===== config.mk =====
export PLATFORM = sky130hd
export DESIGN_NAME = hamming_secded_codec
export DESIGN_NICKNAME = d
export VERILOG_FILES = /design/src/rtl/hamming_pkg.sv /design/src/rtl/hamming_syndrome.sv /design/src/rtl/hamming_secded_codec.sv
export SDC_FILE = /design/constraint.sdc
export NUM_CORES = 1
export LEC_CHECK = 0
export CAP_MARGIN = 20
export CORE_MARGIN = 3
export CORE_UTILIZATION = 32
export DETAILED_ROUTE_END_ITERATION = 6
export PLACE_DENSITY_LB_ADDON = 0.12
export SYNTH_ARGS = -nofsm -noshare
export SYNTH_HDL_FRONTEND = slang
export SYNTH_SLANG_ARGS = --single-unit

===== constraint.sdc =====
create_clock -name clk -period 1.9 [get_ports clk]
set_input_delay 0.285 -clock clk [delete_from_list [all_inputs] [get_ports clk]]
set_output_delay 0.285 -clock clk [all_outputs]
set_load 0.02 [all_outputs]

===== src/rtl/hamming_pkg.sv =====
// Shared definitions for the Hamming SECDED codec.
//   par_w(data_w) : number of Hamming parity bits for a payload width
//   cw_w(data_w)  : full codeword width (payload + parity + overall parity)
//   is_pow2(v)    : true when v is a power of two (parity bit positions)
//   mode_e        : transaction mode, encode or decode
package hamming_pkg;

    typedef enum logic {
        MODE_ENC = 1'b0,
        MODE_DEC = 1'b1
    } mode_e;

    // Smallest p with 2^p >= data_w + p + 1; scanned downward so the last hit is the smallest.
    function automatic int par_w(input int data_w);
        int p;
        p = 0;
        for (int k = 7; k >= 1; k--) begin
            if ((32'sd1 << k) >= (data_w + k + 32'sd1)) begin
                p = k;
            end else begin
                p = p;
            end
        end
        return p;
    endfunction

    function automatic int cw_w(input int data_w);
        return data_w + par_w(data_w) + 32'sd1;
    endfunction

    function automatic logic is_pow2(input int v);
        return (v > 32'sd0) && ((v & (v - 32'sd1)) == 32'sd0);
    endfunction

endpackage


===== src/rtl/hamming_syndrome.sv =====
// Combinational Hamming syndrome / overall parity generator.
//   cw_i  : codeword (positions 1..CW_W-1 Hamming bits, bit 0 overall parity)
//   syn_o : XOR of the indices of all set bits in positions 1..CW_W-1
//   par_o : XOR of all CW_W bits
// With parity positions zeroed, syn_o is exactly the set of parity bits an
// encoder must insert, so one instance serves both encode and decode.
module hamming_syndrome
    import hamming_pkg::*;
#(
    parameter  int DATA_W = 8,
    localparam int PAR_W  = par_w(DATA_W),
    localparam int CW_W   = cw_w(DATA_W)
) (
    input  logic [CW_W-1:0]  cw_i,
    output logic [PAR_W-1:0] syn_o,
    output logic             par_o
);

    // Fold every set position index into the syndrome and reduce overall parity.
    always_comb begin
        syn_o = '0;
        for (int i = 1; i < CW_W; i++) begin
            if (cw_i[i]) begin
                syn_o = syn_o ^ i[PAR_W-1:0];
            end else begin
                syn_o = syn_o;
            end
        end
        par_o = ^cw_i;
    end

endmodule


===== src/rtl/hamming_secded_codec.sv =====
// Two-stage pipelined Hamming SECDED encoder/decoder with valid/ready
// handshakes on both sides and saturating error counters.
//   clk, rst_n            : clock, asynchronous active-low reset
//   in_valid/in_ready     : input handshake; in_mode 0=encode 1=decode
//   in_data               : encode payload (low DATA_W bits) or codeword
//   out_valid/out_ready   : output handshake; out_mode echoes the mode
//   out_data              : codeword, or corrected payload zero-extended
//   out_err_sgl/_dbl      : decode corrected / uncorrectable flags
//   cnt_clr               : synchronous clear of both counters
//   sgl_cnt/dbl_cnt       : saturating counts of accepted flagged results
module hamming_secded_codec
    import hamming_pkg::*;
#(
    parameter  int DATA_W = 8,
    parameter  int CNT_W  = 16,
    localparam int PAR_W  = par_w(DATA_W),
    localparam int CW_W   = cw_w(DATA_W)
) (
    input  logic             clk,
    input  logic             rst_n,
    input  logic             in_valid,
    output logic             in_ready,
    input  logic             in_mode,
    input  logic [CW_W-1:0]  in_data,
    output logic             out_valid,
    input  logic             out_ready,
    output logic             out_mode,
    output logic [CW_W-1:0]  out_data,
    output logic             out_err_sgl,
    output logic             out_err_dbl,
    input  logic             cnt_clr,
    output logic [CNT_W-1:0] sgl_cnt,
    output logic [CNT_W-1:0] dbl_cnt
);

    localparam logic [PAR_W-1:0] MAX_POS = PAR_W'(CW_W - 1);

    // Place payload bits into the non-power-of-two positions, parity slots zero.
    function automatic logic [CW_W-1:0] scatter(input logic [DATA_W-1:0] d);
        logic [CW_W-1:0] c;
        int j;
        c = '0;
        j = 0;
        for (int i = 1; i < CW_W; i++) begin
            if (!is_pow2(i)) begin
                c[i] = d[j];
                j++;
            end else begin
                c[i] = 1'b0;
            end
        end
        return c;
    endfunction

    // Pull payload bits back out of the non-power-of-two positions.
    function automatic logic [DATA_W-1:0] gather(input logic [CW_W-1:0] c);
        logic [DATA_W-1:0] d;
        int j;
        d = '0;
        j = 0;
        for (int i = 1; i < CW_W; i++) begin
            if (!is_pow2(i)) begin
                d[j] = c[i];
                j++;
            end else begin
                d = d;
            end
        end
        return d;
    endfunction

    logic              s1_valid_q;
    mode_e             s1_mode_q;
    logic [CW_W-1:0]   s1_cw_q;
    logic [PAR_W-1:0]  s1_syn_q;
    logic              s1_par_q;

    logic              out_valid_q;
    mode_e             out_mode_q;
    logic [CW_W-1:0]   out_data_q;
    logic              out_sgl_q;
    logic              out_dbl_q;
    logic [CNT_W-1:0]  sgl_cnt_q;
    logic [CNT_W-1:0]  dbl_cnt_q;

    logic [CW_W-1:0]   s1_cw_d;
    logic [PAR_W-1:0]  syn_s;
    logic              par_s;
    logic              s2_ready_s;
    logic [CW_W-1:0]   res_cw_s;
    logic [CW_W-1:0]   res_data_s;
    logic              res_sgl_s;
    logic              res_dbl_s;
    logic              out_fire_s;

    // S2 can take a new word when empty or when its word leaves this cycle.
    assign s2_ready_s = !out_valid_q || out_ready;
    assign in_ready   = !s1_valid_q || s2_ready_s;
    assign out_fire_s = out_valid_q && out_ready;

    // Encode feeds the scattered payload so the syndrome equals the parity to insert.
    always_comb begin
        if (in_mode == MODE_DEC) begin
            s1_cw_d = in_data;
        end else begin
            s1_cw_d = scatter(in_data[DATA_W-1:0]);
        end
    end

    hamming_syndrome #(
        .DATA_W (DATA_W)
    ) u_syndrome (
        .cw_i  (s1_cw_d),
        .syn_o (syn_s),
        .par_o (par_s)
    );

    // Stage 1: register the word, its mode and its syndrome/parity.
    always_ff @(posedge clk or negedge rst_n) begin
        if (!rst_n) begin
            s1_valid_q <= 1'b0;
            s1_mode_q  <= MODE_ENC;
            s1_cw_q    <= '0;
            s1_syn_q   <= '0;
            s1_par_q   <= 1'b0;
        end else begin
            if (in_ready) begin
                s1_valid_q <= in_valid;
            end else begin
                s1_valid_q <= s1_valid_q;
            end
            if (in_valid && in_ready) begin
                s1_mode_q <= mode_e'(in_mode);
                s1_cw_q   <= s1_cw_d;
                s1_syn_q  <= syn_s;
                s1_par_q  <= par_s;
            end else begin
                s1_mode_q <= s1_mode_q;
                s1_cw_q   <= s1_cw_q;
                s1_syn_q  <= s1_syn_q;
                s1_par_q  <= s1_par_q;
            end
        end
    end

    // Stage 2 datapath: insert parity (encode) or correct and extract (decode).
    always_comb begin
        res_cw_s   = s1_cw_q;
        res_data_s = '0;
        res_sgl_s  = 1'b0;
        res_dbl_s  = 1'b0;
        case (s1_mode_q)
            MODE_ENC: begin
                for (int i = 1, int j = 0; i < CW_W; i++) begin
                    if (is_pow2(i)) begin
                        res_cw_s[i] = s1_syn_q[j];
                        j++;
                    end else begin
                        res_cw_s[i] = s1_cw_q[i];
                    end
                end
                res_cw_s[0] = ^res_cw_s[CW_W-1:1];
                res_data_s  = res_cw_s;
            end
            MODE_DEC: begin
                if (s1_par_q) begin
                    // Odd parity: a syndrome past the last position cannot be a single error.
                    if (s1_syn_q > MAX_POS) begin
                        res_dbl_s = 1'b1;
                    end else begin
                        res_sgl_s = 1'b1;
                        for (int i = 0; i < CW_W; i++) begin
                            if (s1_syn_q == i[PAR_W-1:0]) begin
                                res_cw_s[i] = ~s1_cw_q[i];
                            end else begin
                                res_cw_s[i] = s1_cw_q[i];
                            end
                        end
                    end
                end else if (s1_syn_q != '0) begin
                    res_dbl_s = 1'b1;
                end else begin
                    res_dbl_s = 1'b0;
                end
                res_data_s = {{(CW_W-DATA_W){1'b0}}, gather(res_cw_s)};
            end
            default: begin
                res_data_s = '0;
            end
        endcase
    end

    // Stage 2 registers: hold the presented result while the sink stalls.
    always_ff @(posedge clk or negedge rst_n) begin
        if (!rst_n) begin
            out_valid_q <= 1'b0;
            out_mode_q  <= MODE_ENC;
            out_data_q  <= '0;
            out_sgl_q   <= 1'b0;
            out_dbl_q   <= 1'b0;
        end else begin
            if (s2_ready_s) begin
                out_valid_q <= s1_valid_q;
            end else begin
                out_valid_q <= out_valid_q;
            end
            if (s2_ready_s && s1_valid_q) begin
                out_mode_q <= s1_mode_q;
                out_data_q <= res_data_s;
                out_sgl_q  <= res_sgl_s;
                out_dbl_q  <= res_dbl_s;
            end else begin
                out_mode_q <= out_mode_q;
                out_data_q <= out_data_q;
                out_sgl_q  <= out_sgl_q;
                out_dbl_q  <= out_dbl_q;
            end
        end
    end

    // Single-error counter: counts accepted corrected decodes, saturates, clear wins.
    always_ff @(posedge clk or negedge rst_n) begin
        if (!rst_n) begin
            sgl_cnt_q <= '0;
        end else if (cnt_clr) begin
            sgl_cnt_q <= '0;
        end else if (out_fire_s && (out_mode_q == MODE_DEC) && out_sgl_q && (sgl_cnt_q != '1)) begin
            sgl_cnt_q <= sgl_cnt_q + CNT_W'(1);
        end else begin
            sgl_cnt_q <= sgl_cnt_q;
        end
    end

    // Double-error counter: counts accepted uncorrectable decodes, saturates, clear wins.
    always_ff @(posedge clk or negedge rst_n) begin
        if (!rst_n) begin
            dbl_cnt_q <= '0;
        end else if (cnt_clr) begin
            dbl_cnt_q <= '0;
        end else if (out_fire_s && (out_mode_q == MODE_DEC) && out_dbl_q && (dbl_cnt_q != '1)) begin
            dbl_cnt_q <= dbl_cnt_q + CNT_W'(1);
        end else begin
            dbl_cnt_q <= dbl_cnt_q;
        end
    end

    assign out_valid   = out_valid_q;
    assign out_mode    = out_mode_q;
    assign out_data    = out_data_q;
    assign out_err_sgl = out_sgl_q;
    assign out_err_dbl = out_dbl_q;
    assign sgl_cnt     = sgl_cnt_q;
    assign dbl_cnt     = dbl_cnt_q;

endmodule

==> flow_summary.toml <==
[outcome]
outcome = "finished, final reports clean"

[floorplanning]
dieArea_sq_um = 12870
fp.coreArea_sq_um = 11080
dieHeight_microns = 113.5
row_count = 38
top_level_ports = 69
initial_core_util = 0.3335
fp.dieW_microns = 113.5

[synthesis]
yosysWarnings = 0
synth_cells = 391
ys_ff_latch = 64
synth-edff-count = 0
ys_seq_area_frac = 0.4335
async_flop_share = 1.000
synth_flop_cell = "dfrtp_1"
avgSynthCellArea_sq_um = 9.450
postSynthNetCount = 416
yosysUniqueCellTypes = 44
synthesis.area_sq_um = 3695

[power_and_ir_drop]
p_per_area_nw_per_um2 = 869.1
p_total_mw = 4.475
ir_worst_vdd_mv = 0.4906
leakagePower_nw = 2.154

[layout]
drive_gt1_frac = 0.1534
final_util = 0.4648
mostFrequentLayoutCells = "66 x clkdlybuf4s50_1, 64 x dfrtp_1, 49 x nand2_1, 49 x buf_4, 48 x xnor2_1"
antenna_cells = 0
fin_cells = 642
n_fill_cell = 1075
layout_commonest_cell = "clkdlybuf4s50_1"
nets = 523
final_area_sq_um = 5149
syn2layout_area_growth_pct = 39.35

[clocking]
cts_tree = "yes"
cts.sinks = 64
clock-root-buffer = "clkbuf_16"
cts_made_buffers = 9
path_clk_slew_ps = 60
worstSkewPairLatency_ps = 330
htree_levels = 3
cts.path.max_buffers = 2

[route]
via_per_inst = 4.835
drc = 0
wl_mm = 8.876
final_antenna_net_count = 0
wl_met1_mm = 4.020
drt_pass1_iterations = 6
dr_wl_met3_microns = 382
drt_iter0_markers = 81
wire_per_inst_microns = 13.83
num_vias = 3104
wl_met2_mm = 4.412
highest_layer = "met4"

[setup_path]
crit_type = "reg -> reg"
r2r_setup_slack_ps = 110
crit_path_start_kind = "register"
r2r_end = "dbl_cnt[7]"
cp_max_fo = 8
r2r-start = "dbl_cnt[0]"
r2r_cells = 7
critical_path_required_ps = 2110
worstPathArrival_ps = 2000
crit_path_end_kind = "register"

[global_route]
gr-usage-all-layers = 0.1466
antenna_found_initial = 0
grt_pass1_wl_mm = 15.18
grt_max_degree = 65
overflow = 0
grt_pass1_vias = 3075

[job]
drv_cap = 0

[sta]
fin_ws_ps = 111.6
timing.hold.ws_ps = 472.8
rsz0062_at_grt = "false"
fmax_ghz = 0.5592
tns_ps = 0
maxSlewHeadroom = 0.5798
slew_violations = 0
period_needed_ps = 1788
skew_ps = 10.55
fin_crit_sh = 0.9413
finalHoldViolCount = 0
final-setup-viol-count = 0
tightestPinTransition_ps = 630.3

[min_path]
hold_depth = 2
worstHoldStart = "out_data[4]"
min_to = "out_data[4]"
min_path_type = "reg -> reg"

[placement]
port_buffers = 68
gp_congestion = 0.8073
dp_slack_ps = -186.5
dp.final_hpwl_mm = 6.658
place_inst = 626
dpl_cell_area_sq_um = 4850
-- sequential cells by signal, summed over array words and instances (netlist names) --
register     cells
out_data        13
out_valid        1
s1_valid_q       1
dbl_cnt         16
out_err_sgl      1
out_err_dbl      1
s1_mode_q        1
sgl_cnt         16
out_mode         1
s1_par_q         1
s1_cw_q          8
s1_syn_q         4
-- report_power, final --
group | internal (mW) | switching, mW | total [mW]
registers | 1.53 | 0.170 | 1.70
clock network | 0.907 | 0.592 | 1.50
logic | 0.678 | 0.602 | 1.28
total | 3.11 | 1.36 | 4.47
-- layout make-up --
cell class | count | area, sq um | area share
Tap cell | 140 | 175.2 | 0.03402
Inverter | 6 | 22.52 | 0.004374
Clock inverter | 5 | 33.78 | 0.006561
Timing Repair Buffer | 120 | 1092 | 0.2122
Clock buffer | 10 | 239.0 | 0.04642
Sequential cell | 64 | 1602 | 0.3111
Multi-Input combinational cell | 297 | 1984 | 0.3854
-- metal layers --
layer,GRT usage,vias up
met5,0,-
met4,0.04327,0
met3,0.03501,5
met2,0.2449,64
met1,0.1893,1474
li1,-,1561
-- kinds of logic (layout without fill, tap and decap cells) --
family                     count (synthesis)  after routing  share of synthesized area
xor gates and xnor gates                  62             62                     0.1581
DFF                                       64             64                     0.4335
AOI/OAI and AO/OA                         60             60                    0.09550
buffers and inverters                     30            141                    0.03420
adders and majority gates                  6              6                    0.02032
and+or+nand+nor                          146            146                     0.1940
muxes                                     23             23                    0.06434
-- critical path, cell delays in order (launching register included) --
cell and delay (ps):
dfrtp_1 380, ha_1 240, nand2_1 150, nor4_2 70, buf_4 160, a2111oi_1 440, xnor2_1 170, nor2_1 50
-- how the worst max path moves through the flow --
| stage | start | endpoint | slack (ps) | cells after the start |
|---|---|---|---|---|
| floorplan | sgl_cnt[5] | sgl_cnt[3] | 130 | 6 |
| global placement | in_data[5] | s1_par_q | -150 | 6 |
| detailed placement | in_data[5] | s1_par_q | -190 | 6 |
| CTS | sgl_cnt[7] | sgl_cnt[1] | 20 | 6 |
| global route | sgl_cnt[7] | sgl_cnt[13] | 7 | 5 |
| finish | dbl_cnt[0] | dbl_cnt[7] | 110 | 7 |
-- synthesized netlist by cell type, types with 2 or more instances --
| cell | n | area [sq um] |
|---|---|---|
| and3b_1 | 2 | 17.52 |
| xnor2_1 | 48 | 420.4 |
| buf_2 | 4 | 20.02 |
| xnor3_1 | 3 | 67.56 |
| dfrtp_1 | 64 | 1602 |
| mux2i_1 | 20 | 200.2 |
| and3_1 | 2 | 12.51 |
| xor2_1 | 11 | 96.34 |
| mux2_2 | 2 | 22.52 |
| ha_1 | 6 | 75.07 |
| nand2b_1 | 11 | 68.82 |
| nand3_1 | 12 | 60.06 |
| o21ai_0 | 28 | 140.1 |
| nand2_1 | 49 | 183.9 |
| or4_1 | 2 | 15.01 |
| nor3_1 | 4 | 20.02 |
| nor4_1 | 5 | 31.28 |
| nor2_1 | 36 | 135.1 |
| a21oi_1 | 10 | 50.05 |
| and4_1 | 4 | 35.03 |
| nand4_1 | 9 | 56.30 |
| clkbuf_1 | 16 | 60.06 |
| a211oi_1 | 8 | 60.06 |
| buf_1 | 2 | 7.510 |
| a2111oi_0 | 3 | 26.28 |
| nor3b_1 | 2 | 15.01 |
| inv_1 | 6 | 22.52 |
| a31oi_1 | 5 | 31.28 |
| o31ai_1 | 2 | 15.01 |
-- repair_timing --
item                                    in CTS  in global routing
hold buffers                                 1                  0
gates resized for setup                      1                  4
setup buffers                                0                  0
endpoints found under the setup margin       1                 17
pin swaps                                    0                  2
endpoints found under the hold margin       56                  0
cloned                                       0                  0
Power figures use the tool's default switching activity.
